**config.mk**
```make
export PLATFORM = sky130hd
export DESIGN_NAME = bw_clk_gl_fdbk_mon
export DESIGN_NICKNAME = d
export VERILOG_FILES = /design/src/rtl/bw_clk_fdbk_mon_pkg.sv /design/src/rtl/bw_clk_fdbk_sync.sv /design/src/rtl/bw_clk_gl_fdbk_mon.sv
export SDC_FILE = /design/constraint.sdc
export NUM_CORES = 1
export LEC_CHECK = 0
export CORE_MARGIN = 4
export CORE_UTILIZATION = 50
export CTS_CLUSTER_DIAMETER = 60
export DETAILED_ROUTE_END_ITERATION = 8
export PLACE_DENSITY_LB_ADDON = 0.05
export SLEW_MARGIN = 20
export SYNTH_ARGS = -nofsm -noshare
export SYNTH_HDL_FRONTEND = slang
export SYNTH_SLANG_ARGS = --single-unit
```
**constraint.sdc**
```tcl
create_clock -name gclk -period 4 [get_ports gclk]
set_input_delay 0.6 -clock gclk [delete_from_list [all_inputs] [get_ports gclk]]
set_output_delay 0.6 -clock gclk [all_outputs]
set_load 0.01 [all_outputs]
```
**src/rtl/bw_clk_fdbk_mon_pkg.sv**
```systemverilog
// rtl/bw_clk_fdbk_mon_pkg.sv - shared types and default sizes for the feedback-clock lock monitor
package bw_clk_fdbk_mon_pkg;

  localparam int CW_DEF         = 10;
  localparam int ECW_DEF        = 8;
  localparam int LOCK_CNT_DEF   = 8;
  localparam int UNLOCK_CNT_DEF = 2;

  typedef enum logic [1:0] {
    ST_IDLE   = 2'd0,
    ST_ACQ    = 2'd1,
    ST_LOCKED = 2'd2,
    ST_LOST   = 2'd3
  } mon_state_e;

endpackage

```
**src/rtl/bw_clk_fdbk_sync.sv**
```systemverilog
// rtl/bw_clk_fdbk_sync.sv - brings the feedback toggle into gclk and flags each of its transitions
module bw_clk_fdbk_sync (
  input  logic gclk,
  input  logic arst_l,
  input  logic fdbk_tgl,
  output logic tgl_edge
);

  logic s1_q, s2_q, s3_q;

  always_ff @(posedge gclk or negedge arst_l) begin
    if (!arst_l) begin
      s1_q <= 1'b0;
      s2_q <= 1'b0;
      s3_q <= 1'b0;
    end else begin
      s1_q <= fdbk_tgl;
      s2_q <= s1_q;
      s3_q <= s2_q;
    end
  end

  assign tgl_edge = s2_q ^ s3_q;

endmodule

```
**src/rtl/bw_clk_gl_fdbk_mon.sv**
```systemverilog
// rtl/bw_clk_gl_fdbk_mon.sv - measures the feedback toggle period in gclk cycles and tracks lock
module bw_clk_gl_fdbk_mon
  import bw_clk_fdbk_mon_pkg::*;
#(
  parameter int CW         = CW_DEF,
  parameter int LOCK_CNT   = LOCK_CNT_DEF,
  parameter int UNLOCK_CNT = UNLOCK_CNT_DEF,
  parameter int ECW        = ECW_DEF
) (
  input  logic           gclk,
  input  logic           arst_l,
  input  logic           fdbk_tgl,
  input  logic           enable,
  input  logic [CW-1:0]  cfg_ratio,
  input  logic [CW-1:0]  cfg_tol,
  input  logic           lost_clr,
  output logic           lock,
  output logic           lock_lost,
  output logic [CW-1:0]  period,
  output logic           period_vld,
  output logic [ECW-1:0] err_cnt
);

  localparam int GW = $clog2(LOCK_CNT + 1);
  localparam int BW = $clog2(UNLOCK_CNT + 1);
  localparam logic [CW-1:0]  CNT_MAX = {CW{1'b1}};
  localparam logic [ECW-1:0] ERR_MAX = {ECW{1'b1}};

  mon_state_e     state_q, state_d;
  logic [CW-1:0]  cnt_q, cnt_d;
  logic           first_q, first_d;
  logic           to_flag_q, to_flag_d;
  logic [GW-1:0]  good_cnt_q, good_cnt_d;
  logic [BW-1:0]  bad_cnt_q, bad_cnt_d;
  logic [CW-1:0]  period_q, period_d;
  logic           period_vld_q, period_vld_d;
  logic           lock_lost_q, lock_lost_d;
  logic [ECW-1:0] err_cnt_q, err_cnt_d;

  logic           tgl_edge;
  logic           active, sat, timeout, evaluate, good, good_evt, bad_evt, loss_evt;
  logic [CW:0]    diff;

  bw_clk_fdbk_sync u_sync (
    .gclk     (gclk),
    .arst_l   (arst_l),
    .fdbk_tgl (fdbk_tgl),
    .tgl_edge (tgl_edge)
  );

  // Timeout fires once per saturation episode; the flag is rearmed by the next edge.
  assign active   = enable && (state_q != ST_IDLE);
  assign sat      = (cnt_q == CNT_MAX);
  assign timeout  = active && sat && !tgl_edge && !to_flag_q;
  assign evaluate = active && tgl_edge && !first_q;
  assign diff     = ({1'b0, cnt_q} >= {1'b0, cfg_ratio}) ? ({1'b0, cnt_q} - {1'b0, cfg_ratio})
                                                         : ({1'b0, cfg_ratio} - {1'b0, cnt_q});
  assign good     = (diff <= {1'b0, cfg_tol});
  assign good_evt = evaluate && good;
  assign bad_evt  = (evaluate && !good) || timeout;

  always_comb begin
    state_d      = state_q;
    cnt_d        = cnt_q;
    first_d      = first_q;
    to_flag_d    = to_flag_q;
    good_cnt_d   = good_cnt_q;
    bad_cnt_d    = bad_cnt_q;
    period_d     = period_q;
    period_vld_d = 1'b0;
    loss_evt     = 1'b0;
    if (!active) begin
      state_d    = enable ? ST_ACQ : ST_IDLE;
      cnt_d      = '0;
      first_d    = 1'b1;
      to_flag_d  = 1'b0;
      good_cnt_d = '0;
      bad_cnt_d  = '0;
    end else begin
      if (tgl_edge) begin
        cnt_d     = {{(CW-1){1'b0}}, 1'b1};
        first_d   = 1'b0;
        to_flag_d = 1'b0;
        if (!first_q) begin
          period_d     = cnt_q;
          period_vld_d = 1'b1;
        end
      end else if (!sat) begin
        cnt_d = cnt_q + 1'b1;
      end else begin
        to_flag_d = 1'b1;
      end
      case (state_q)
        ST_ACQ: begin
          if (good_evt) begin
            if (good_cnt_q == GW'(LOCK_CNT - 1)) begin
              state_d    = ST_LOCKED;
              good_cnt_d = '0;
            end else begin
              good_cnt_d = good_cnt_q + 1'b1;
            end
          end else if (bad_evt) begin
            good_cnt_d = '0;
          end
        end
        ST_LOCKED: begin
          if (timeout || (bad_evt && (bad_cnt_q == BW'(UNLOCK_CNT - 1)))) begin
            state_d   = ST_LOST;
            loss_evt  = 1'b1;
            bad_cnt_d = '0;
          end else if (bad_evt) begin
            bad_cnt_d = bad_cnt_q + 1'b1;
          end else if (good_evt) begin
            bad_cnt_d = '0;
          end
        end
        ST_LOST: begin
          state_d    = ST_ACQ;
          good_cnt_d = '0;
          bad_cnt_d  = '0;
        end
        default: state_d = ST_IDLE;
      endcase
    end
  end

  // A same-cycle loss or error wins over lost_clr.
  assign lock_lost_d = loss_evt || (lock_lost_q && !lost_clr);
  assign err_cnt_d   = lost_clr ? {{(ECW-1){1'b0}}, bad_evt}
                     : ((bad_evt && (err_cnt_q != ERR_MAX)) ? err_cnt_q + 1'b1 : err_cnt_q);

  always_ff @(posedge gclk or negedge arst_l) begin
    if (!arst_l) begin
      state_q      <= ST_IDLE;
      cnt_q        <= '0;
      first_q      <= 1'b0;
      to_flag_q    <= 1'b0;
      good_cnt_q   <= '0;
      bad_cnt_q    <= '0;
      period_q     <= '0;
      period_vld_q <= 1'b0;
      lock_lost_q  <= 1'b0;
      err_cnt_q    <= '0;
    end else begin
      state_q      <= state_d;
      cnt_q        <= cnt_d;
      first_q      <= first_d;
      to_flag_q    <= to_flag_d;
      good_cnt_q   <= good_cnt_d;
      bad_cnt_q    <= bad_cnt_d;
      period_q     <= period_d;
      period_vld_q <= period_vld_d;
      lock_lost_q  <= lock_lost_d;
      err_cnt_q    <= err_cnt_d;
    end
  end

  assign lock       = (state_q == ST_LOCKED);
  assign lock_lost  = lock_lost_q;
  assign period     = period_q;
  assign period_vld = period_vld_q;
  assign err_cnt    = err_cnt_q;

endmodule

```
### After elaboration in Yosys (flattened, before gate mapping)

Cells that the tools add are included.

| storage, ports and cells | value |
|---|---|
| register bits | 43 |
| logic and storage cells | 98 |

| cells by class | value |
|---|---|
| add/sub/neg operators | 6 |
| order comparisons | 2 |
| equal/unequal tests | 17 |
| mux-type cells | 33 |
| bitwise gates (word level) | 2 |
| reduce and logical (&&, ||, !) cells | 25 |

Operators by type and width:

| kind | number |
|---|---|
| 10-bit 2-to-1 mux | 3 |
| 10-bit by 10-bit subtractor with 11-bit output | 2 |
| 2-bit 2-to-1 mux | 8 |
| 4-bit 2-to-1 mux | 4 |
| 8-bit 2-to-1 mux | 2 |
| 1-bit 2-to-1 mux | 12 |
| 11-bit by 10-bit less-or-equal comparator with 1-bit output | 1 |
| 1-bit logical AND | 11 |
| 11-bit 2-to-1 mux | 1 |
| 10-bit by 1-bit adder with 10-bit output (second input constant) | 1 |
| 10-bit equality test (second input constant) | 1 |
| 10-bit >= comparator | 1 |
| 3-bit by 2-bit != test with 1-bit output (second input constant) | 3 |
| 3-bit != test (second input constant) | 3 |
| 8-bit by 1-bit adder with 8-bit output (second input constant) | 1 |
| 8-bit != test (second input constant) | 1 |
| 4-bit case mux with 2 select lines | 1 |
| 2-bit case mux with 3 select lines | 1 |
| 3-bit AND reduction | 2 |
| 1-bit logical NOT | 5 |
| 5-bit by 2-bit != test with 1-bit output (second input constant) | 1 |
| 4-bit by 1-bit adder with 4-bit output (second input constant) | 1 |
| 2-bit by 1-bit equality test with 1-bit output (second input constant) | 2 |
| 2-bit equality test (second input constant) | 2 |
| 11 further kinds | 15 |

### Depth between registers and ports, before layout

Gate-level depths: netlist of the first run.

| logic depth | value |
|---|---|
| depth in word-level cells | 12 |
| depth in mapped cells | 22 |
| gate-level depth less buffers | 19 |

### By module

Synthesis of the first run repeated with hierarchy kept, for this count alone.

| unflattened totals | value |
|---|---|
| cell total of the unflattened synthesis | 395 |
| area, all modules | 3,434.5 um2 |

Modules (own cells, without submodules):

| module | times used | cells an instance | area an instance (um2) | sequential area each (um2) |
|---|---|---|---|---|
| bw_clk_gl_fdbk_mon | 1 | 391 | 3,350.7 | 1,001.0 |
| bw_clk_fdbk_sync | 1 | 4 | 83.8 | 75.1 |

### Least setup slack after synthesis of the first run

OpenSTA, ideal clock, no wires.

| timing | value |
|---|---|
| kind | input port to flip-flop |
| start | input port cfg_ratio[6] |
| end | register good_cnt_q[2] |
| setup time | 64 ps |
| arrival time | 4,478 ps |
| path slack | -542 ps |
| cell stages on the path | 21 |
| buffers on the path | 2 |
| cells stage by stage | inv_1 ha_1 buf_2 nand4_2 or2_4 o21a_4 nand2_1 buf_1 mux2i_1 o21ai_0 a31oi_1 xnor2_1 ha_1 a21o_1 a21oi_1 nand2_1 o21ai_1 nand3_1 or4_4 nor4b_2 a21o_1 |

| between the ends | value |
|---|---|
| cells in the longest elaborated chain, start to end | 8 |
| elaborated cells between the ends (all ways) | 14 |
| those cells by class | add/sub (2); order compare (2); eq/ne (1); mux (4); reduce/logical (5) |

Ends and longest elaborated chain:

| item | line | source |
|---|---|---|
| from (decl) | bw_clk_gl_fdbk_mon.sv:14 | `input logic [CW-1:0] cfg_ratio,` |
| 10-bit by 10-bit subtractor with 11-bit output (tied with other cells) | bw_clk_gl_fdbk_mon.sv:57 | `: ({1'b0, cfg_ratio} - {1'b0, cnt_q});` |
| 11-bit 2-to-1 mux (*) | bw_clk_gl_fdbk_mon.sv:56 | `assign diff = ({1'b0, cnt_q} >= {1'b0, cfg_ratio}) ? ({1'b0, cnt_q} - {1'b0, cfg_ratio})` |
| 11-bit by 10-bit less-or-equal comparator with 1-bit output (*) | bw_clk_gl_fdbk_mon.sv:58 | `assign good = (diff <= {1'b0, cfg_tol});` |
| 1-bit logical NOT | bw_clk_gl_fdbk_mon.sv:60 | `assign bad_evt = (evaluate && !good) \|\| timeout;` |
| 1-bit logical AND | bw_clk_gl_fdbk_mon.sv:60 |  |
| 1-bit logical OR | bw_clk_gl_fdbk_mon.sv:60 |  |
| 4-bit != test (no source line) | n/a |  |
| 2-bit AND reduction (no source line) | n/a |  |
| to (signal assigned) | bw_clk_gl_fdbk_mon.sv:149 | `good_cnt_q <= good_cnt_d;` |
| to (decl) | bw_clk_gl_fdbk_mon.sv:33 | `logic [GW-1:0] good_cnt_q, good_cnt_d;` |

Mark *: on every way between the ends. The rest lies on a longest branch, timed or not.
A chain may end at the register's enable or synchronous reset.

### Final worst setup path of the first run

| timing | value |
|---|---|
| start | register cnt_q[0] |
| end | register err_cnt_q[2], in the netlist err_cnt[2] |

| between the ends | value |
|---|---|
| cells in the longest elaborated chain, start to end | 8 |
| elaborated cells between the ends (all ways) | 14 |
| those cells by class | add/sub (2); order compare (2); eq/ne (1); mux (1); reduce/logical (8) |

Ends and longest elaborated chain:

| item | line | source |
|---|---|---|
| from (decl) | bw_clk_gl_fdbk_mon.sv:30 | `logic [CW-1:0] cnt_q, cnt_d;` |
| from (signal assigned) | bw_clk_gl_fdbk_mon.sv:146 | `cnt_q <= cnt_d;` |
| 10-bit by 10-bit subtractor with 11-bit output (tied with other cells) | bw_clk_gl_fdbk_mon.sv:57 |  |
| 11-bit 2-to-1 mux | bw_clk_gl_fdbk_mon.sv:56 |  |
| 11-bit by 10-bit less-or-equal comparator with 1-bit output | bw_clk_gl_fdbk_mon.sv:58 |  |
| 1-bit logical NOT | bw_clk_gl_fdbk_mon.sv:60 |  |
| 1-bit logical AND | bw_clk_gl_fdbk_mon.sv:60 |  |
| 1-bit logical OR (*) | bw_clk_gl_fdbk_mon.sv:60 |  |
| 1-bit logical AND (*) | bw_clk_gl_fdbk_mon.sv:130 | `: ((bad_evt && (err_cnt_q != ERR_MAX)) ? err_cnt_q + 1'b1 : err_cnt_q);` |
| 2-bit nonzero test (no source line) (*) | n/a |  |
| to (signal assigned) | bw_clk_gl_fdbk_mon.sv:154 | `err_cnt_q <= err_cnt_d;` |
| to (decl) | bw_clk_gl_fdbk_mon.sv:38 | `logic [ECW-1:0] err_cnt_q, err_cnt_d;` |

Marked as above.

==> results.md, run 1 <==
- The worst setup slack for register-to-register paths is -160 ps.
- The async set or reset register ratio after synthesis is 100%.
- The post-detailed-route wirelength per cell is 15.8 um.
- The synthesized netlist occupies a cell area of 3250 um^2.
- The termination of the worst setup path is err_cnt[2].
- The post-route netlist has 37.2% of its cells at a drive strength greater than 1.
- The all-layer global routing usage is 22.8%.
- The synthesis-stage register bit count is 43.
- The highest attainable clock frequency is 0.241 GHz.
- The final-report setup violation count is 12.
- The number of antenna violations at the first check in global routing was 0.
- For this block, the routed nets add up to 8890 um of wire.
- The worst setup path is launched from a flip-flop.
- TritonCTS built the clock tree.
- The number of nets in the final layout is 551.
- The signal on the critical path passes through inv_2, ha_4, inv_2, fa_2, a221oi_2, buf_4, mux2i_2, a311o_1, a31oi_1, xnor2_1, ha_1, a21o_1, a21oi_2, nand2_2, o21ai_4, buf_6, a31oi_4, o22ai_4, buf_6, nor2_4, mux2_4.
- The count of endpoints failing hold in the final timing report is 0.
- The number of library cell types mapped by synthesis is 60.
- The total of fill cells in the finished design is 443.
- For this design the static power due to leakage is 2.12 nW.
- The area of all placed cells without fillers is 4850 um^2.
- Among all stages on the critical path, the largest delay is contributed by sky130_fd_sc_hd__dfrtp_1.
- The path type of the worst min-delay path is flip-flop to flip-flop.
- The buffer type at the clock tree root is sky130_fd_sc_hd__clkbuf_8.
- The global-route wire length before repair is 14100 um.
- The violation count after the first detailed-routing iteration is 109.
- The number of antenna diodes in the final layout is 0.
- The run finished, with violations left.
- After synthesis, the mean cell area works out to 8.80 um^2.
- The initial standard-cell utilization of the core is 51.4%.
- In the routed layout, each cell is associated on average with a via count of 5.52.
- Setup repair after global routing could not meet its margin everywhere.
- From bottom edge to top edge, the die measures 88.6 um.
- The number of nets handed over by synthesis was 434.
- The number of global-route vias before repair is 3056.
- The largest delay contributor family on the critical path is compound AO/OA/AOI/OAI gates.
- Once detailed placement completed, the half-perimeter wirelength came to 6320 um.
- The worst register-to-register path has a depth of 21.
- The die covers 7850 um^2.
- The final-layout worst hold slack is 358 ps.
- The number of flops mapped to enable cells by yosys is 0.
- The worst path uses 104% of the clock period.
- For this run, the leading register cell type out of synthesis is sky130_fd_sc_hd__dfrtp_1.
- The remaining max-slew budget at the tightest pin is 35.8%.
- At the end of routability-driven placement, the weighted congestion stood at 0.919.
- After global routing the overflow that remains totals 0.
- At the worst endpoint, the required time is 4190 ps.
- The sink count of the clock tree is 43.
- The worst setup path category is flip-flop to flip-flop.
- The count of port buffers added during placement is 45.
- The clock-pin slew on the worst setup and hold paths is 80 ps.
- The core area is 6310 um^2.
- The actual transition at the worst max-transition pin is 963 ps.
- The critical path endpoint category is a flip-flop.
- The top-level I/O count is 46.
- The critical path runs through a total of 21 cells.
- The number of placed instances with taps included is 538.
- The number of rows created at floorplan is 29.
- The checks that failed: setup timing.
- The number of standard cells in the final layout excluding fillers is 564.
- The number of clock buffers inserted by TritonCTS is 5.
- The number of nets with antenna violations after routing is 0.
- The worst register-to-register path begins at cnt_q[0].
- Timing analysis after detailed placement gives a worst setup slack of -1010 ps.
- The clock tree buffer depth is 2.
- Entering global routing, the biggest net connects 44 pins.
- The smallest setup slack after layout is -156 ps.
- The start point of the critical path is cnt_q[0].
- The H-tree depth is 2.
- The share of the Yosys chip area taken by registers is 33.1%.
- The library cell used most frequently in the layout, excluding fill and tap cells, is sky130_fd_sc_hd__buf_4.
- Power comes to 1.35 mW.
- Compared with the post-synthesis result, the final layout area differs by 49.5%.
- Cells fill 76.9% of the core in the end.
- Of all nets on the critical path, the largest fanout is 4.
- Clock latency on the worst-skew pair, taken at its later pin, is 300 ps.
- The cell count after synthesis came out at 369.
- In the final timing run, aggregate negative setup slack is -850 ps.
- In this run the cell area measured after placement is 4320 um^2.
- The number of optimization iterations in the first detailed-route pass is 4.
- The sequential cells in the finished layout cover a total of 1080 um^2.
- From left edge to right edge, the die measures 88.6 um.
- The power per unit of standard cell area is 278 nW/um^2.
- The worst path buffer plus inverter count is 5.
- The largest single stage delay on the critical path is 400 ps.
- For the worst setup path, the data arrival time is 4340 ps.
- In this run the critical register-to-register path is captured at err_cnt[2].
- The number of warnings reported in the yosys synthesis log is 0.
- VDD sags by at most 0.000367 V.
- In the final layout, the multi-input gates occupy 2400 um^2.
- In the layout the commonest cells are sky130_fd_sc_hd__buf_4, sky130_fd_sc_hd__dfrtp_1, sky130_fd_sc_hd__clkdlybuf4s50_1.
- The max-slew violation count was 0.
- The detailed-route via count is 3116.
- The clock arrives with 12.3 ps of skew.
- The routed design could run at a clock period as short as 4160 ps.
- The max-capacitance violation count is 0.
- The number of DRC violations after detailed routing is 0.
layout make-up:
cell class	instances	share of cell area (%)
Timing Repair Buffer	123	21.1
Clock inverter	2	0.258
Inverter	41	3.53
Clock buffer	6	1.50
Tap cell	77	1.99
Sequential cell	43	22.2
Multi-Input combinational cell	272	49.4
cell usage after synthesis, types with 6 or more instances:
| library cell | number | area share [%] |
|---|---|---|
| sky130_fd_sc_hd__o21ai_0 | 24 | 3.7 |
| sky130_fd_sc_hd__nand3_1 | 16 | 2.5 |
| sky130_fd_sc_hd__a21oi_1 | 29 | 4.5 |
| sky130_fd_sc_hd__nand2_1 | 31 | 3.6 |
| sky130_fd_sc_hd__clkbuf_1 | 6 | 0.69 |
| sky130_fd_sc_hd__dfrtp_1 | 43 | 33 |
| sky130_fd_sc_hd__a21o_1 | 10 | 2.3 |
| sky130_fd_sc_hd__xnor2_1 | 11 | 3.0 |
| sky130_fd_sc_hd__ha_1 | 38 | 15 |
| sky130_fd_sc_hd__inv_1 | 41 | 4.7 |
| sky130_fd_sc_hd__nor2_1 | 20 | 2.3 |
| sky130_fd_sc_hd__nor3_1 | 8 | 1.2 |
where the power goes:
group | switching [mW] | internal, mW
logic | 0.267 | 0.281
registers | 0.0353 | 0.489
clock network | 0.153 | 0.122
worst min path at each step:
stage / startpoint / to / slack (ps) / cells after the start
final: u_sync.s1_q / u_sync.s2_q / 360 / 0
after global routing: u_sync.s1_q / u_sync.s2_q / 370 / 0
after CTS: u_sync.s1_q / u_sync.s2_q / 360 / 0
after detailed placement: u_sync.s1_q / u_sync.s2_q / 340 / 0
after global placement: u_sync.s1_q / u_sync.s2_q / 330 / 0
after floorplan: arst_l / bad_cnt_q[0] / 300 / 0
flip-flops by register name (all words and copies together) (netlist names):
signal,cells
u_sync.s3_q,1
err_cnt,8
u_sync.s2_q,1
lock_lost,1
state_q,2
to_flag_q,1
bad_cnt_q,2
period,10
first_q,1
u_sync.s1_q,1
cnt_q,10
good_cnt_q,4
period_vld,1
repair_timing:
item	CTS	global route
hold buffers	0	0
pin swaps	32	40
buffers inserted	11	8
endpoints found under the setup margin	17	15
resized for setup	76	48
per-layer routing:
layer | up-vias | global-route usage (%) | wire [um]
met5 | - | 0 | 0
met4 | 0 | 7.14 | 108
met3 | 10 | 3.63 | 362
met2 | 79 | 36.2 | 4270
met1 | 1496 | 31.9 | 4150
li1 | 1531 | - | -
cell families after synthesis:
| kind of cell | share of synthesized area, % |
|---|---|
| buffers and inverters | 6.67 |
| adders and majority gates | 15.9 |
| xor gates and xnor gates | 4.05 |
| DFF | 33.1 |
| muxes | 2.24 |
| AOI/OAI and AO/OA | 19.8 |
| and+or+nand+nor | 18.3 |
Power figures use the tool's default switching activity.
==> run 2, diff against run 1 <==
--- a/config.mk
+++ b/config.mk
@@ -7,8 +7,9 @@
 export LEC_CHECK = 0
 export CORE_MARGIN = 4
 export CORE_UTILIZATION = 50
-export CTS_CLUSTER_DIAMETER = 60
+export CTS_CLUSTER_DIAMETER = 50
 export DETAILED_ROUTE_END_ITERATION = 8
+export MAX_ROUTING_LAYER = met4
 export PLACE_DENSITY_LB_ADDON = 0.05
 export SLEW_MARGIN = 20
 export SYNTH_ARGS = -nofsm -noshare
==> results.md, run 2 (synthesized netlist as in run 1, its figures left out) <==
- The critical path is of the primary input to flip-flop type.
- The share of post-route cells with drive strength above 1 is 33.8% (-3.3 points).
- The H-tree depth is 2 (unchanged).
- The post-detailed-route wirelength per cell is 15.4 um (-2.2%).
- The worst path buffer plus inverter count was 7 (+2).
- The horizontal die dimension is 88.6 um (unchanged).
- The total wire length after detailed routing is 8620 um (-3.1%).
- The path type of the worst min-delay path is flip-flop to flip-flop.
- The aggregate global routing overflow was 0 (unchanged).
- The critical path startpoint category is a primary input.
- The portion of the clock cycle consumed by the worst path in the final layout came to 104% (about the same).
- The overall die height is 88.6 um (unchanged).
- The commonest non-fill, non-tap cell in the layout is sky130_fd_sc_hd__buf_4.
- The CTS tree is done.
- The die area is 7850 um^2 (unchanged).
- The peak supply drop was 0.000325 V (-11%).
- The count of endpoints failing hold in the final timing report came to 0 (unchanged).
- The number of antenna diodes is 0 (unchanged).
- The signal on the critical path passes through buf_4, inv_2, ha_4, inv_2, fa_2, a221oi_4, mux2i_2, a311o_1, buf_4, buf_4, xor2_1, ha_1, nand3_2, nor3_1, a21oi_2, o21ai_4, buf_6, a31oi_4, o22ai_4, buf_6, or4_1, nand2_1.
- The number of clock buffers inserted by TritonCTS is 5 (unchanged).
- The core area is 6310 um^2 (unchanged).
- The final RePlAce weighted congestion is 0.917 (-0.26%).
- The final-layout worst hold slack is 358 ps (-0.387 ps).
- The violation count after the first detailed-routing iteration came to 107 (-1.8%).
- The highest attainable clock frequency is 0.241 GHz (about the same).
- The number of nets with antenna violations after routing was 0 (unchanged).
- By instance count, the cell type seen most on the critical path is sky130_fd_sc_hd__buf_4.
- The clock tree buffer depth is 2 (unchanged).
- The remaining max-slew budget at the tightest pin is 33.2% (-2.6 points).
- The number of global-route vias before repair is 2975 (-2.7%).
- Setup repair after global routing could not meet its margin everywhere.
- The number of placed instances with taps included is 537 (-0.19%).
- The placed wire-length estimate was 6150 um (-2.7%).
- The smallest setup slack after layout was -155 ps (+0.566 ps).
- The number of nets in the final layout came to 546 (-0.91%).
- The final-report setup violation count is 12 (unchanged).
- The worst setup path is captured at a flip-flop.
- The detailed-route via count is 3073 (-1.4%).
- The max-capacitance violation count is 0 (unchanged).
- The final critical path time including I/O delays and setup came to 4160 ps (-0.566 ps).
- The flow ran to the end, but the final reports show violations.
- The number of antenna violations at the first check in global routing was 0 (unchanged).
- The hold buffer count at cts is 0 (unchanged).
- The number of optimization iterations in the first detailed-route pass came to 4 (unchanged).
- The top cell types in the final layout, fill and taps aside, are sky130_fd_sc_hd__buf_4, sky130_fd_sc_hd__dfrtp_1, sky130_fd_sc_hd__clkdlybuf4s50_1.
- The post-route total power came to 1.39 mW (+3.2%).
- The global-route wire length before repair came to 13800 um (-2.3%).
- The largest delay contributor family on the critical path is compound AO/OA/AOI/OAI gates.
- The sink count of the clock tree is 43 (unchanged).
- The clock skew after layout was 8.60 ps (-3.67 ps).
- The count of port buffers added during placement is 45 (unchanged).
- The largest net degree at the start of global routing was 44 (unchanged).
- The number of rows created at floorplan is 29 (unchanged).
- The largest fanout of any net on the critical path is 6 (+2).
- The critical path data arrival time is 4390 ps (+50 ps).
- The all-layer global routing usage was 23.0% (+0.19 points).
- The power per unit of standard cell area was 292 nW/um^2 (+5.0%).
- The source-to-sink clock delay at the later pin of the worst-skew pair is 290 ps (about the same).
- The top-level I/O count is 46 (unchanged).
- The clock-pin slew on the worst setup and hold paths was 90 ps (about the same).
- The final reports fail on setup timing.
- The data required time of the worst path came to 4240 ps (+50 ps).
- The leakage dissipation is 2.10 nW (-1.1%).
- The max-slew violation count is 0 (unchanged).
- The post-route setup TNS is -1250 ps (-403 ps).
- The actual transition at the worst max-transition pin was 1000 ps (+39.3 ps).
- The buffer type at the clock tree root is sky130_fd_sc_hd__clkbuf_8.
- The highest cell delay on the worst timing path is 460 ps (+60 ps).
- The initial standard-cell utilization of the core came to 51.4% (unchanged).
- The number of DRC violations after detailed routing is 0 (unchanged).
- The ratio of routed vias to standard cells is 5.50 (-0.50%).
- The highest-delay cell along the critical path is sky130_fd_sc_hd__or4_1.
- The number of standard cells in the final layout excluding fillers is 559 (-0.89%).
- The final core utilization is 75.5% (-1.4 points).
- The synthesis-to-finish area growth is 46.8%.
[run 2: cell types whose count changed in the layout (fill, tap and decap cells not counted), sizes merged]
cell,previous run,this run
buf,88,83
bufinv,0,1
clkbuf,7,6
clkinv,1,2
clkinvlp,1,0
[run 2: repair_timing]
action,4_1_cts,5_1_grt
resized for setup,82,20
setup buffers,10,4
endpoints found under the setup margin,17,15
pin swaps,36,26
[run 2: layer usage]
layer  global-route usage (%)  vias to the layer above  share of wire [%]
li1                         -                     1526                  -
met1                     32.0                     1456                 48
met2                     35.4                       73                 46
met3                     2.70                       18                3.8
met4                     6.59                        0                2.2
met5                        -                        -                  0
[run 2: final timing paths]
check	depth (start not counted)	end	slack, ps	start
max in group asynchronous	1	cnt_q[1]	2840	arst_l
worst min register to register	0	u_sync.s2_q	360	u_sync.s1_q
worst max register to register	20	err_cnt[1]	-160	cnt_q[8]
min in group asynchronous	1	period_vld	450	arst_l
worst max-delay path	22	err_cnt[6]	-160	cfg_ratio[0]
worst min-delay path	0	u_sync.s2_q	360	u_sync.s1_q
[run 2: cell type report]
| class | instances | area (um^2) |
|---|---|---|
| multi-input combinational | 272 | 2330 |
| fill | 450 | 1550 |
| sequential | 43 | 1080 |
| timing repair buffer | 118 | 981 |
| inverter | 41 | 169 |
| tap | 77 | 96.3 |
| clock buffer | 5 | 68.8 |
| clock inverter | 3 | 43.8 |
[run 2: where the power goes]
group          internal, mW  switching (mW)
logic                 0.270           0.257
registers             0.489          0.0359
clock network         0.186           0.153
[run 2: metrics by stage]
step	worst slack, ps	instance area (um^2)
after floorplan	-149	3430
after detailed placement	-990	4320
after global placement	-870	4320
after global routing	-347	4770
after CTS	-187	4680
final	-155	4770
==> run 3, diff against run 2 <==
--- a/config.mk
+++ b/config.mk
@@ -6,12 +6,15 @@
 export NUM_CORES = 1
 export LEC_CHECK = 0
 export CORE_MARGIN = 4
-export CORE_UTILIZATION = 50
+export CORE_UTILIZATION = 51
 export CTS_CLUSTER_DIAMETER = 50
+export CTS_CLUSTER_SIZE = 25
 export DETAILED_ROUTE_END_ITERATION = 8
+export GPL_ROUTABILITY_DRIVEN = 0
 export MAX_ROUTING_LAYER = met4
 export PLACE_DENSITY_LB_ADDON = 0.05
 export SLEW_MARGIN = 20
 export SYNTH_ARGS = -nofsm -noshare
 export SYNTH_HDL_FRONTEND = slang
+export SYNTH_HIERARCHICAL = 1
 export SYNTH_SLANG_ARGS = --single-unit
==> results.md, run 3 <==
- The critical path endpoint category is a flip-flop.
- The max-capacitance violation count was 0 (unchanged).
- The power per unit of standard cell area is 232 nW/um^2 (-21%).
- The share of the yosys chip area belonging to registers came to 31.3% (-1.8 points).
- The async set or reset register ratio after synthesis was 100% (unchanged).
- The biggest area contributor in the post-synthesis netlist is sky130_fd_sc_hd__dfrtp_1.
- The count of mapped cells out of synthesis is 395 (+7.0%).
- The worst setup path category is flip-flop to flip-flop.
- The area of the mapped netlist was 3430 um^2 (+5.8%).
- The synthesis-to-finish area growth is 47.3%.
- The portion of the clock cycle consumed by the worst path in the final layout is 98.5% (-5.4 points).
- The H-tree depth is 2 (unchanged).
- The synthesis-stage register bit count is 43 (unchanged).
- The portion of total power attributed to the clock network was 24.1% (-0.3 points).
- The count of endpoints failing hold in the final timing report was 0 (unchanged).
- The detailed-route via count was 3391 (+10%).
- The number of placed instances with taps included was 576 (+7.3%).
- After synthesis, the cell types taking the most area are sky130_fd_sc_hd__dfrtp_1, sky130_fd_sc_hd__ha_1, sky130_fd_sc_hd__inv_1.
- The final-report setup violation count is 0 (-12).
- The critical path startpoint category is a flip-flop.
- The signal on the critical path passes through ha_4, a21o_1, a221oi_4, nand2_4, buf_6, mux2_4, a21oi_4, xnor2_2, ha_1, a21o_1, a21oi_2, nand2_1, o21a_2, o31ai_4, buf_6, a211o_1, mux2_4.
- The post-synthesis area per instance is 8.70 um^2 (-1.2%).
- The library cells used most frequently in the layout, excluding fill and tap cells, are sky130_fd_sc_hd__buf_4, sky130_fd_sc_hd__dfrtp_1, sky130_fd_sc_hd__inv_1.
- The aggregate global routing overflow came to 0 (unchanged).
- The switching part of the total is 34.0% (+1.9 points).
- The share of post-route cells with drive strength above 1 is 34.8% (+1.0 points).
- The number of global-route vias before repair came to 3276 (+10%).
- The largest net degree at the start of global routing was 44 (unchanged).
- The sink count of the clock tree is 43 (unchanged).
- The commonest register cell after synthesis is sky130_fd_sc_hd__dfrtp_1.
- The hold buffer count at cts came to 0 (unchanged).
- The number of flops mapped to enable cells by yosys is 0 (unchanged).
- The final-layout worst hold slack was 274 ps (-83.7 ps).
- The buffer type at the clock tree root is sky130_fd_sc_hd__clkbuf_8.
- In this run the worst hold path is classified as primary input to async pin.
- The number of nets in the final layout is 581 (+6.4%).
- The met1 demand-to-capacity share in global routing is 33.0% (+1.0 points).
- The internal power summed over all cells is 0.773 mW (-18%).
- The horizontal die dimension came to 90.1 um (+1.7%).
- The switching power is 0.398 mW (-11%).
- The number of DRC violations after detailed routing was 0 (unchanged).
- The number of library cell types mapped by synthesis is 65 (+8.3%).
- The critical path data arrival time is 4130 ps (-260 ps).
- The sequential fraction of design power came to 39.7% (+2.0 points).
- The placed wire-length estimate is 6840 um (+11%).
- The global-route wire length before repair is 15800 um (+15%).
- The source-to-sink clock delay at the later pin of the worst-skew pair is 300 ps (about the same).
- The number of warnings reported in the yosys synthesis log is 6 (+6).
- The commonest cells after synthesis are sky130_fd_sc_hd__inv_1, sky130_fd_sc_hd__dfrtp_1, sky130_fd_sc_hd__ha_1.
- The highest cell delay on the worst timing path is 420 ps (-40 ps).
- The clock tree buffer depth is 2 (unchanged).
- The peak supply drop was 0.000167 V (-49%).
- The area share of the largest cell type after synthesis came to 31.3% (-1.8 points).
- The number of nets in the synthesized netlist was 460 (+6.0%).
- The number of optimization iterations in the first detailed-route pass is 6 (+2).
- Setup repair after global routing could not meet its margin everywhere.
- The highest-delay cell along the critical path is sky130_fd_sc_hd__dfrtp_1.
- The global routing stage identified its most utilized layer as met2.
- TritonCTS built the clock tree.
- The number of nets with antenna violations after routing was 0 (unchanged).
- The met3 track demand over resource in global routing came to 3.34% (+0.64 points).
- The violation count after the first detailed-routing iteration is 197 (+84%).
- The post-detailed-route wirelength per cell is 16.3 um (+5.6%).
- The number of clock buffers inserted by TritonCTS is 5 (unchanged).
- The initial standard-cell utilization of the core came to 53.2% (+1.8 points).
- The overall die height was 90.1 um (+1.7%).
- The number of rows created at floorplan was 29 (unchanged).
- The final critical path time including I/O delays and setup came to 3940 ps (-217 ps).
- The number of antenna diodes was 0 (unchanged).
- The count of port buffers added during placement is 45 (unchanged).
- The largest fanout of any net on the critical path is 6 (unchanged).
- The global routing usage on met2 is 37.5% (+2.1 points).
- The max-slew violation count is 0 (unchanged).
- The run finished with clean final reports.
- The leakage dissipation is 2.18 nW (+3.9%).
- The clock skew after layout is 6.62 ps (-1.97 ps).
- The part of the power in combinational logic is 36.1% (-1.8 points).
- The ratio of routed vias to standard cells was 5.71 (+3.8%).
- The most instantiated library cell after synthesis is sky130_fd_sc_hd__inv_1.
- The all-layer global routing usage was 24.0% (+1.1 points).
- The data required time of the worst path was 4200 ps (-40 ps).
- The library cell used most frequently in the layout, excluding fill and tap cells, is sky130_fd_sc_hd__buf_4.
- The total wire length after detailed routing came to 9670 um (+12%).
- The clock-pin slew on the worst setup and hold paths is 90 ps (about the same).
- The top-level I/O count came to 46 (unchanged).
- The remaining max-slew budget at the tightest pin is 57.7% (+25 points).
- The number of antenna violations at the first check in global routing is 0 (unchanged).
- The highest attainable clock frequency came to 0.254 GHz (+5.5%).
- The core area was 6460 um^2 (+2.3%).
- The actual transition at the worst max-transition pin was 628 ps (-374 ps).
- The die area is 8110 um^2 (+3.4%).
- The number of standard cells in the final layout excluding fillers came to 594 (+6.3%).
## run 3: cell count changes in the layout (fill, tap and decap cells not counted), sizes merged, moves of 5 or more
cell    delta
nor2       +7
clkbuf     +8
a21o       -6
mux2       +6
a211oi     +5
o31ai      +6
inv        +6
## run 3: layer usage
layer,vias up,routed length [um]
met1,1609,4520
met4,0,238
met5,-,0
met3,20,438
li1,1652,-
met2,110,4470
## run 3: metrics by stage
step | setup slack, ps | utilization, % | power, mW | area, um^2 | TNS (ps)
CTS | 16.8 | 75.4 | 1.14 | 4870 | 0
floorplan | -55.5 | - | 0.691 | 3590 | -166
global route | -72.7 | 78.3 | 1.24 | 5060 | -309
finish | 61.6 | 78.3 | 1.17 | 5060 | 0
global placement | -785 | 70.7 | 0.830 | 4560 | -9670
detailed placement | -867 | 70.7 | 0.837 | 4560 | -11730
## run 3: worst paths after layout
path / start / endpoint / slack, ps / cells after the start
max reg2reg: cnt_q[8] / err_cnt[3] / 60 / 17
max: cnt_q[8] / err_cnt[3] / 60 / 17
max in group asynchronous: arst_l / cnt_q[0] / 3290 / 1
min in group gclk: u_sync/s1_q / u_sync/s2_q / 350 / 0
min reg2reg: u_sync/s1_q / u_sync/s2_q / 350 / 0
min: arst_l / cnt_q[4] / 270 / 1
## run 3: cells by family after synthesis
logic type                 Yosys count  share of synthesized area, %
buffers and inverters               57                          6.74
muxes                               11                          3.61
AOI/OAI and AO/OA                  104                          20.9
adders and majority gates           40                          15.0
xor gates and xnor gates            14                          3.57
and+or+nand+nor                    126                          18.9
DFF                                 43                          31.3
## run 3: area by class of cell
type | count | area [um^2]
Multi-Input combinational cell | 295 | 2590
Fill cell | 443 | 1400
Sequential cell | 43 | 1080
Timing Repair Buffer | 123 | 1020
Inverter | 48 | 191
Tap cell | 77 | 96.3
Clock buffer | 6 | 72.6
Clock inverter | 2 | 12.5
## run 3: worst max-delay path, delay by kind of cell (launching register included)
kind	cells	cell delay, ps
XOR/XNOR	1	130
flip-flops	1	420
adder cells (fa/ha/maj)	2	540
buffers and inverters	2	320
AO/OA/AOI/OAI	8	1610
multiplexers	2	600
AND/OR/NAND/NOR	2	200
## run 3: power groups by stage
stage	combinational, mW	sequential (mW)	clock, mW
2_1_floorplan	0.220	0.471	0
3_3_place_gp	0.359	0.471	0
3_5_place_dp	0.365	0.471	0
4_1_cts	0.387	0.465	0.290
5_1_grt	0.467	0.467	0.308
6_report	0.423	0.465	0.282
## run 3: repair_timing
item | CTS | global route
resized for setup | 54 | 60
endpoints found under the setup margin | 17 | 17
setup buffers | 5 | 5
pin swaps | 17 | 28
